### src/rtl/atm_auth_controller.sv
// atm_auth_controller: card/PIN session sequencer in front of the account lookup.
// Latches card number and PIN, evaluates the lookup result for one cycle, and
// either grants a session or reports a failure code. It keeps per-account
// wrong-PIN counters with lockout, an inactivity timer and an admin unlock path.
module atm_auth_controller #(
  parameter int NUM_ACC     = 10,
  parameter int MAX_TRIES   = 3,
  parameter int TIMEOUT_CYC = 1000,
  parameter int TMR_W       = 10
) (
  input  logic        clk,
  input  logic        rst,
  input  logic        card_in,
  input  logic [3:0]  acc_num_in,
  input  logic [15:0] pin_in,
  input  logic        pin_valid,
  input  logic        cancel,
  input  logic        txn_activity,
  input  logic        session_end,
  input  logic        admin_unlock,
  input  logic [3:0]  admin_idx,
  output logic [3:0]  lk_acc_num,
  output logic [15:0] lk_pin,
  input  logic        lk_found,
  input  logic [3:0]  lk_index,
  input  logic        lk_pin_ok,
  output logic        session_valid,
  output logic [3:0]  acc_index_out,
  output logic        auth_fail,
  output logic [1:0]  fail_code,
  output logic [2:0]  tries_left,
  output logic        busy
);

  typedef enum logic [2:0] {
    S_IDLE     = 3'd0,
    S_WAIT_PIN = 3'd1,
    S_LOOKUP   = 3'd2,
    S_CHECK    = 3'd3,
    S_GRANTED  = 3'd4,
    S_HOLD     = 3'd5
  } state_t;

  localparam logic [2:0]       MAX_T     = 3'(MAX_TRIES);
  localparam logic [4:0]       NUM_ACC_L = 5'(NUM_ACC);
  localparam logic [TMR_W-1:0] TMO_LAST  = TMR_W'(TIMEOUT_CYC - 1);
  localparam logic [TMR_W-1:0] TMR_SAT   = {TMR_W{1'b1}};
  localparam logic [TMR_W-1:0] TMR_ONE   = TMR_W'(1);
  localparam logic [1:0]       CODE_NOACC = 2'b00;
  localparam logic [1:0]       CODE_WRONG = 2'b01;
  localparam logic [1:0]       CODE_LOCK  = 2'b10;
  localparam logic [1:0]       CODE_TMO   = 2'b11;

  state_t             r_state;
  logic [TMR_W-1:0]   r_timer;
  logic [3:0]         r_lk_acc;
  logic [15:0]        r_lk_pin;
  logic               r_sess;
  logic [3:0]         r_acc_idx;
  logic               r_fail;
  logic [1:0]         r_code;
  logic [2:0]         r_tries;
  logic               r_busy;
  logic [2:0]         r_cnt [NUM_ACC];
  logic [NUM_ACC-1:0] r_lock;

  state_t             w_state_nxt;
  logic [TMR_W-1:0]   w_timer_nxt;
  logic [TMR_W-1:0]   w_timer_run;
  logic [TMR_W-1:0]   w_timer_inc;
  logic [3:0]         w_lk_acc_nxt;
  logic [15:0]        w_lk_pin_nxt;
  logic [3:0]         w_acc_idx_nxt;
  logic               w_fail_nxt;
  logic [1:0]         w_code_nxt;
  logic [2:0]         w_tries_nxt;
  logic               w_tbl_wr;
  logic [2:0]         w_cnt_new;
  logic               w_lock_new;
  logic               w_idx_ok;
  logic               w_unlock;
  logic [2:0]         w_cnt_cur;
  logic [2:0]         w_cnt_inc;
  logic               w_locked;
  logic               w_timed_out;

  // Lookup decode, saturating timer and counter helpers.
  always_comb begin
    w_idx_ok    = lk_found && ({1'b0, lk_index} < NUM_ACC_L);
    w_unlock    = admin_unlock && ({1'b0, admin_idx} < NUM_ACC_L);
    w_cnt_cur   = r_cnt[lk_index];
    w_locked    = r_lock[lk_index];
    w_cnt_inc   = (w_cnt_cur >= MAX_T) ? MAX_T : (w_cnt_cur + 3'd1);
    w_timer_inc = (r_timer == TMR_SAT) ? r_timer : (r_timer + TMR_ONE);
    w_timed_out = (r_timer >= TMO_LAST);
  end

  // Next-state, next-output and retry-table update decisions.
  always_comb begin
    w_state_nxt   = r_state;
    w_timer_run   = r_timer;
    w_lk_acc_nxt  = r_lk_acc;
    w_lk_pin_nxt  = r_lk_pin;
    w_acc_idx_nxt = r_acc_idx;
    w_fail_nxt    = 1'b0;
    w_code_nxt    = r_code;
    w_tries_nxt   = r_tries;
    w_tbl_wr      = 1'b0;
    w_cnt_new     = 3'd0;
    w_lock_new    = 1'b0;
    case (r_state)
      S_IDLE: begin
        if (card_in) begin
          w_state_nxt  = S_WAIT_PIN;
          w_lk_acc_nxt = acc_num_in;
        end else begin
          w_state_nxt = S_IDLE;
        end
      end
      S_WAIT_PIN: begin
        w_timer_run = w_timer_inc;
        if (!card_in || cancel) begin
          w_state_nxt = S_IDLE;
        end else if (w_timed_out) begin
          w_state_nxt = S_HOLD;
          w_fail_nxt  = 1'b1;
          w_code_nxt  = CODE_TMO;
        end else if (pin_valid) begin
          w_state_nxt  = S_LOOKUP;
          w_lk_pin_nxt = pin_in;
        end else begin
          w_state_nxt = S_WAIT_PIN;
        end
      end
      S_LOOKUP: begin
        w_state_nxt = S_CHECK;
      end
      S_CHECK: begin
        if (!w_idx_ok) begin
          w_state_nxt = S_HOLD;
          w_fail_nxt  = 1'b1;
          w_code_nxt  = CODE_NOACC;
        end else if (w_locked) begin
          w_state_nxt = S_HOLD;
          w_fail_nxt  = 1'b1;
          w_code_nxt  = CODE_LOCK;
          w_tries_nxt = MAX_T - w_cnt_cur;
        end else if (!lk_pin_ok) begin
          w_tbl_wr    = 1'b1;
          w_cnt_new   = w_cnt_inc;
          w_lock_new  = (w_cnt_inc == MAX_T);
          w_fail_nxt  = 1'b1;
          w_tries_nxt = MAX_T - w_cnt_inc;
          if (w_cnt_inc == MAX_T) begin
            w_state_nxt = S_HOLD;
            w_code_nxt  = CODE_LOCK;
          end else begin
            w_state_nxt = S_WAIT_PIN;
            w_code_nxt  = CODE_WRONG;
          end
        end else begin
          w_tbl_wr      = 1'b1;
          w_cnt_new     = 3'd0;
          w_lock_new    = 1'b0;
          w_tries_nxt   = MAX_T;
          w_acc_idx_nxt = lk_index;
          w_state_nxt   = S_GRANTED;
        end
      end
      S_GRANTED: begin
        w_timer_run = txn_activity ? '0 : w_timer_inc;
        if (session_end || cancel || !card_in) begin
          w_state_nxt = S_IDLE;
        end else if (!txn_activity && w_timed_out) begin
          w_state_nxt = S_HOLD;
          w_fail_nxt  = 1'b1;
          w_code_nxt  = CODE_TMO;
        end else begin
          w_state_nxt = S_GRANTED;
        end
      end
      S_HOLD: begin
        if (!card_in) begin
          w_state_nxt = S_IDLE;
        end else begin
          w_state_nxt = S_HOLD;
        end
      end
      default: begin
        w_state_nxt = S_IDLE;
      end
    endcase
    // Every state entry (including a retry from CHECK) restarts the timer.
    if (w_state_nxt != r_state) begin
      w_timer_nxt = '0;
    end else begin
      w_timer_nxt = w_timer_run;
    end
  end

  // State, timer and registered outputs.
  always_ff @(posedge clk) begin
    if (rst) begin
      r_state   <= S_IDLE;
      r_timer   <= '0;
      r_lk_acc  <= 4'd0;
      r_lk_pin  <= 16'd0;
      r_sess    <= 1'b0;
      r_acc_idx <= 4'd0;
      r_fail    <= 1'b0;
      r_code    <= 2'b00;
      r_tries   <= MAX_T;
      r_busy    <= 1'b0;
    end else begin
      r_state   <= w_state_nxt;
      r_timer   <= w_timer_nxt;
      r_lk_acc  <= w_lk_acc_nxt;
      r_lk_pin  <= w_lk_pin_nxt;
      r_sess    <= (w_state_nxt == S_GRANTED);
      r_acc_idx <= w_acc_idx_nxt;
      r_fail    <= w_fail_nxt;
      r_code    <= w_code_nxt;
      r_tries   <= w_tries_nxt;
      r_busy    <= (w_state_nxt != S_IDLE);
    end
  end

  // Retry counters and lock bits; an admin unlock on the same index overrides CHECK.
  always_ff @(posedge clk) begin
    if (rst) begin
      for (int i = 0; i < NUM_ACC; i++) begin
        r_cnt[i] <= 3'd0;
      end
      r_lock <= '0;
    end else begin
      if (w_tbl_wr && w_idx_ok) begin
        r_cnt[lk_index]  <= w_cnt_new;
        r_lock[lk_index] <= w_lock_new;
      end
      if (w_unlock) begin
        r_cnt[admin_idx]  <= 3'd0;
        r_lock[admin_idx] <= 1'b0;
      end
    end
  end

  assign lk_acc_num    = r_lk_acc;
  assign lk_pin        = r_lk_pin;
  assign session_valid = r_sess;
  assign acc_index_out = r_acc_idx;
  assign auth_fail     = r_fail;
  assign fail_code     = r_code;
  assign tries_left    = r_tries;
  assign busy          = r_busy;

endmodule

### config.mk
export PLATFORM = sky130hd
export DESIGN_NAME = atm_auth_controller
export DESIGN_NICKNAME = d
export VERILOG_FILES = /design/src/rtl/atm_auth_controller.sv
export SDC_FILE = /design/constraint.sdc
export NUM_CORES = 1
export LEC_CHECK = 0
export CORE_MARGIN = 3
export CORE_UTILIZATION = 46
export DETAILED_ROUTE_END_ITERATION = 12
export PLACE_DENSITY_LB_ADDON = 0.25
export SLEW_MARGIN = 0
export SYNTH_ARGS = -nofsm -noshare
export SYNTH_HDL_FRONTEND = slang
export SYNTH_SLANG_ARGS = --single-unit
### constraint.sdc
create_clock -name clk -period 3.9 [get_ports clk]
set_input_delay 1.17 -clock clk [delete_from_list [all_inputs] [get_ports clk]]
set_output_delay 1.17 -clock clk [all_outputs]
set_load 0.01 [all_outputs]
== Word-level counts from Yosys, hierarchy flattened ==
Memory sizes are Yosys's and may differ from the RTL's.
Cells that the tools add are included.

* Bits in registers: 55
* Memory bits (writable): 30
* Bits of input ports: 38
* Output and inout bits: 32
* Word-level logic and storage cells: 136
* Memories: 1

* Add/sub/neg operators: 4
* Order comparisons: 8
* Eq/ne operators: 14
* Multiplexer cells: 70
* Bitwise gates (word level): 5
* Reduce and logical (&&, ||, !) cells: 23

{| class="wikitable"
|+ Memories
! name !! words !! width !! read ports !! clocked after memory_dff !! wr ports !! line !! text
|-
| r_cnt || 10 || 3 || 1 || 0 || 10 || 64 || <nowiki>logic [2:0] r_cnt [NUM_ACC];</nowiki>
|}

{| class="wikitable"
|+ Operator list
! operator !! count
|-
| two-way mux 3 bit || 17
|-
| two-way mux 10 bit || 5
|-
| two-way mux 1 bit || 29
|-
| case mux 10 bit (2 select lines) || 1
|-
| two-way mux 2 bit || 9
|-
| case mux 3 bit (6 select lines) || 1
|-
| adder 10 x 1 -> 10 bit, second input constant || 1
|-
| AND 10 bit || 1
|-
| bitwise mux 10 bit || 1
|-
| == test 10 bit, second input constant || 1
|-
| greater-or-equal comparator 10 bit, second input constant || 1
|-
| < comparator 4 x 5 -> 1 bit, second input constant || 2
|-
| NOT 10 bit || 1
|-
| == test 3 x 2 -> 1 bit, second input constant || 3
|-
| == test 3 bit, second input constant || 3
|-
| demux 1 bit (select 4 bit) || 2
|-
| greater-or-equal comparator 4 x 1 -> 1 bit, second input constant || 2
|-
| < comparator 4 bit, second input constant || 2
|-
| two-way mux 4 bit || 2
|-
| inequality test 2 bit, second input constant || 4
|-
| AND reduction 4 bit || 2
|-
| logical AND 1 bit || 6
|-
| case mux 2 bit (3 select lines) || 1
|-
| AND reduction 6 bit || 1
|-
| 17 further kinds || 26
|}

== Depth between registers and ports, before layout ==
An unclocked memory read counts as a cell.

* Depth after elaboration: 13
* Mapped depth: 12
* Gate-level depth less buffers: 10

== Worst setup path after synthesis ==
No wires, ideal clock.

* Path type: input-to-reg
* Start: in lk_index[2]
* End: reg r_lock[2]
* Library setup time: 117 ps
* Data arrival time: 3510 ps
* Data required time: 3783 ps
* Setup slack: 273 ps
* Stages on the path: 11
* Path buffers: 2
* Cell sequence: buf_2 buf_4 mux4_2 a22oi_1 nand3_1 ha_1 nor2b_1 and4_1 a211oi_2 nor2_1 a22o_1

* Word-level cells in the longest chain between the ends: 13
* Elaborated cells between the ends (all ways): 27
* Those cells by class: add/sub (1); order compare (4); eq/ne (1); mux (16); bitwise (1); reduce/logical (3); memory (1)

{| class="wikitable"
|+ Ends and longest elaborated chain
! element !! line !! text
|-
| start: declaration || 25 || <nowiki>input logic [3:0] lk_index,</nowiki>
|-
| memory (10 x 3 bit) || n/a ||
|-
| adder 3 x 1 -> 3 bit / greater-or-equal comparator 3 x 2 -> 1 bit (equally long branches) || 93 || <nowiki>w_cnt_inc = (w_cnt_cur >= MAX_T) ? MAX_T : (w_cnt_cur + 3'd1);</nowiki>
|-
| two-way mux 3 bit || 93 ||
|-
| == test 3 x 2 -> 1 bit || 151 || <nowiki>w_lock_new = (w_cnt_inc == MAX_T);</nowiki>
|-
| two-way mux 1 bit || 148 || <nowiki>end else if (!lk_pin_ok) begin</nowiki>
|-
| two-way mux 1 bit || 143 || <nowiki>end else if (w_locked) begin</nowiki>
|-
| two-way mux 1 bit || 139 || <nowiki>if (!w_idx_ok) begin</nowiki>
|-
| two-way mux 1 bit || 111 || <nowiki>case (r_state)</nowiki>
|-
| bitwise mux 10 bit || 238 || <nowiki>r_lock[lk_index] <= w_lock_new;</nowiki>
|-
| two-way mux 10 bit (*) || 236 || <nowiki>if (w_tbl_wr && w_idx_ok) begin</nowiki>
|-
| two-way mux 10 bit (*) || 230 || <nowiki>if (rst) begin</nowiki>
|-
| AND 10 bit (no source line) || n/a ||
|-
| two-way mux 10 bit (*) || 240 || <nowiki>if (w_unlock) begin</nowiki>
|-
| end signal: indexed assignment || 238 ||
|-
| end: declaration || 65 || <nowiki>logic [NUM_ACC-1:0] r_lock;</nowiki>
|}

Mark *: on every way between the ends. The rest lies on a longest branch, timed or not. The select of a mux whose other input is x is not followed.
A chain may end at the register's enable or synchronous reset.

== Worst setup path in the final report ==
* Start: in lk_index[0]
* End: reg r_code[1], in the netlist fail_code[1]

* Word-level cells in the longest chain between the ends: 9
* Elaborated cells between the ends (all ways): 16
* Those cells by class: add/sub (1); order compare (2); eq/ne (2); mux (8); reduce/logical (2); memory (1)

{| class="wikitable"
|+ Ends and longest elaborated chain
! element !! line !! text
|-
| memory (10 x 3 bit) || n/a ||
|-
| adder 3 x 1 -> 3 bit / greater-or-equal comparator 3 x 2 -> 1 bit (equally long branches) || 93 ||
|-
| two-way mux 3 bit || 93 ||
|-
| == test 3 x 2 -> 1 bit || 154 || <nowiki>if (w_cnt_inc == MAX_T) begin</nowiki>
|-
| two-way mux 2 bit || 154 ||
|-
| two-way mux 2 bit || 148 ||
|-
| two-way mux 2 bit || 143 ||
|-
| two-way mux 2 bit || 139 ||
|-
| case mux 2 bit (3 select lines) || 111 ||
|-
| end signal: assignment || 222 || <nowiki>r_code <= w_code_nxt;</nowiki>
|-
| end: declaration || 61 || <nowiki>logic [1:0] r_code;</nowiki>
|}

Parallel ways exist; a longest one is shown, timed or not. The select of a mux whose other input is x is not followed.

==> summary.md <==
| Metric | Value |
|---|---|
| Final-report hold violation count | `0` |
| Register bit count reported by yosys | `103` |
| # nets final | `around 640` |
| Area grow syn2layout | `25.4%` |
| Worst Max-Slew Pin Slew | `roughly 0.65 ns` |
| Cell Area, Placed | `between 0.005 and 0.006 mm2` |
| CP Launch Type | `input pin` |
| Seq pwr share | `approximately 56%` |
| Post-synth EDFFs | `0` |
| Routed WL | `12,300 um` |
| Nature of the critical path endpoint | `flop` |
| Post-synthesis sequential area ratio | `between 40 and 50%` |
| Critical path, cell by cell | `clkdlybuf4s50_1 -> buf_4 -> mux4_2 -> nand2_1 -> and4_1 -> inv_2 -> ha_1 -> nor2b_1 -> and4_1 -> a211oi_4 -> buf_4 -> nand4_1 -> nor3b_1` |
| GR Layer Usage met3 | `4.49%` |
| Post-route setup slack | `about 0.12 ns` |
| Commonest cells after routing, fill and taps aside | `103 x dfxtp_1, 85 x nand2_1, 68 x clkdlybuf4s50_1, 48 x a21oi_1, 43 x nor2_1` |
| DRT Pass-1 Iters | `5` |
| M1 GR Usage | `between 20 and 30%` |
| Max Freq | `roughly 0.26 GHz` |
| CTS tree | `yes` |
| CP Class | `in2reg` |
| Syn_nets | `between 500 and 600` |
| Total gr overflow | `0` |
| Status | `completed` |
| Global-route wire length before repair | `a little under 20,000 um` |
| Avg Inst Size Synth | `8.87 um2` |
| Die span in x | `around 110 um` |
| I/O pins | `70` |
| PwrDens | `roughly 320 mW/mm2` |
| Top cells by area, synth | `dfxtp_1 44%, nand2_1 6.9%, mux4_2 5.8%` |
| Longest Clk Path Bufs | `2` |
| Initial core utilization | `roughly 47%` |
| Layout cells sized above 1 | `a little over an eighth` |
| Share of the synthesized area in the top cell type | `about 44%` |
| CTS H-tree depth | `3` |
| Die Y | `approximately 110 um` |
| Pre-CTS WS | `-0.385 ns` |
| Fraction of registers with async set/reset | `0%` |
| Max incr delay on CP | `between 0.5 and 0.6 ns` |
| Core ar. | `approximately 0.0098 mm2` |
| Slowest CP cell | `mux4_2` |
| Leakage | `2.18 nW` |
| DR WL/cell | `between 15 and 20 um` |
| Worst Hold Class | `reg2reg` |
| Cell variety after synth | `62` |
| Int Pwr | `between 0.001 and 0.0015 W` |
| Final setup viols | `0` |
| Setup TNS | `0 ns` |
| Max-cap viol count | `0` |
| DR iter-0 viols | `247` |
| Clock share of power | `approximately a third` |
| Gr usage total | `22.0%` |
| RSZ-0062 raised after global routing | `false` |
| Maximum VDD drop | `between 0.0002 and 0.0003 V` |
| Critical Path Fanout Max | `6` |
| Num CTS Buffers | `9` |
| Worst EP required | `between 4 and 5 ns` |
| GR Layer Usage met2 | `between 30% and 40%` |
| Post-CTS Hold Buffers | `0` |
| Vias in the first global route | `3,974` |
| Die footprint | `between 0.01 and 0.015 mm2` |
| Post-route DRC | `0` |
| # diodes | `0` |
| Top_reg_cell synth | `dfxtp_1` |
| Final period util | `between 90% and 100%` |
| Largest net degree at the start of global routing | `38` |
| Power share of the combinational group | `under 10%` |
| Critical path arrival | `about 4 ns` |
| Std-Cell Rows | `36` |
| NetSw | `just under 0.0005 W` |
| DP HPWL | `approximately 9400 um` |
| Port-buffer cells | `between 60 and 70` |
| GRT busiest layer | `met2` |
| Syn. warnings | `0` |
| Clk slew on worst S/H paths | `about 0.1 ns` |
| Sw frac | `~26%` |
| Max-slew violations | `0` |
| Synthesized instance count | `roughly 520` |
| Routed Antenna Nets | `0` |
| Design Area, Final | `between 0.005 and 0.006 mm2` |
| Vias/cell | `between 5 and 6` |
| Commonest non-fill, non-tap cell in the layout | `dfxtp_1` |
| Clock skew | `0.0163 ns` |
| Root Driver | `clkbuf_8` |
| Worst-skew pair later-pin latency | `roughly 0.37 ns` |
| Initial antenna violation count | `0` |
| Period minus WS final | `between 3 and 4 ns` |
| Synth Cell Area | `roughly 0.0046 mm2` |
| CTS sink count | `roughly 100` |
| Cell accounting for the most synthesized area | `dfxtp_1` |
| GPL Wtd Cong | `about 0.90` |
| Relative slew margins | `between 50% and 60%` |
| Routed vias | `~4,100` |
| Fillcell total | `roughly 890` |
## final timing paths
kind / start / to / slack, ns / cells after the start
max: lk_index[0] / fail_code[1] / 0.12 / 13
min: r_cnt[12][1] / r_cnt[12][1] / 0.36 / 0
min reg2reg: r_cnt[12][1] / r_cnt[12][1] / 0.36 / 0
max reg2reg: r_cnt[15][0] / fail_code[1] / 1.19 / 10
## state kept, by name (all words and copies together), names as in the netlist
register	count
tries_left	3
lk_acc_num	4
busy	1
r_lock	10
acc_index_out	4
auth_fail	1
r_timer	10
session_valid	1
fail_code	2
r_cnt	48
lk_pin	16
r_state	3
## worst max-delay path, delay by kind of cell
family / cells / cell delay (ns)
buf+inv: 4 / 0.83
fa+ha+maj: 1 / 0.28
mux: 1 / 0.52
simple gates: 6 / 0.90
compound gates: 1 / 0.33
## metrics by stage
| step | power [W] | instances | util, % | hold WS, ns |
|---|---|---|---|---|
| floorplan | 0.00118 | 524 | - | 0.400 |
| global placement | 0.00127 | 724 | 57.2 | 0.335 |
| detailed placement | 0.00127 | 724 | 57.2 | 0.336 |
| CTS | 0.00191 | 740 | 59.2 | 0.357 |
| global route | 0.00197 | 740 | 59.3 | 0.363 |
| finish | 0.00189 | 740 | 59.3 | 0.355 |
## synth_stat cells (all sizes together), types with 3 or more instances
| master | n |
|---|---|
| dfxtp | 103 |
| nand2 | 86 |
| a21oi | 49 |
| nor2 | 43 |
| clkbuf | 32 |
| mux2i | 22 |
| nand3 | 16 |
| inv | 13 |
| mux4 | 12 |
| nor3 | 11 |
| a22o | 10 |
| buf | 10 |
| o21ai | 9 |
| and2 | 8 |
| nor2b | 8 |
| o31ai | 8 |
| a31oi | 6 |
| nand4 | 6 |
| a211oi | 5 |
| or3 | 5 |
| nand3b | 4 |
| nor4 | 4 |
| xor2 | 4 |
| a22oi | 3 |
| and3 | 3 |
| and3b | 3 |
| nand2b | 3 |
| o2bb2ai | 3 |
## area by class of cell
class / count / area [um2] / area share [%]
multi-input combinational: 366 / 2360 / 40.5
sequential: 103 / 2060 / 35.4
timing repair buffer: 109 / 997 / 17.1
tap: 133 / 166 / 2.86
clock buffer: 10 / 138 / 2.36
clock inverter: 6 / 51.3 / 0.881
inverter: 13 / 48.8 / 0.838
## power by group through the flow
stage / clock network [W] / logic, W / registers [W]
floorplan: 0 / 0.0000864 / 0.00109
global placement: 0 / 0.000183 / 0.00109
detailed placement: 0 / 0.000185 / 0.00109
CTS: 0.000657 / 0.000186 / 0.00106
global route: 0.000703 / 0.000201 / 0.00107
finish: 0.000638 / 0.000188 / 0.00106
## routing by layer
metal,up-vias,share of wire (%)
met1,1920,43
met4,0,2.3
met3,24,6.2
li1,2008,-
met5,-,0
met2,151,49
## kinds of logic after synthesis
kind of cell | synth area share, %
AO/OA/AOI/OAI | 16.5
XOR/XNOR | 1.13
adder cells (fa/ha/maj) | 0.538
buffers and inverters | 5.06
flip-flops | 44.4
multiplexers | 10.8
AND/OR/NAND/NOR | 21.6
## timing repair
| action | 4_1_cts | 5_1_grt |
|---|---|---|
| resized for setup | 1 | 3 |
| endpoints found under the setup margin | 1 | 9 |
| pin swaps | 0 | 2 |
| gates cloned | 0 | 0 |
| setup buffers | 0 | 0 |
No activity file was read; power rests on OpenSTA's default activity.
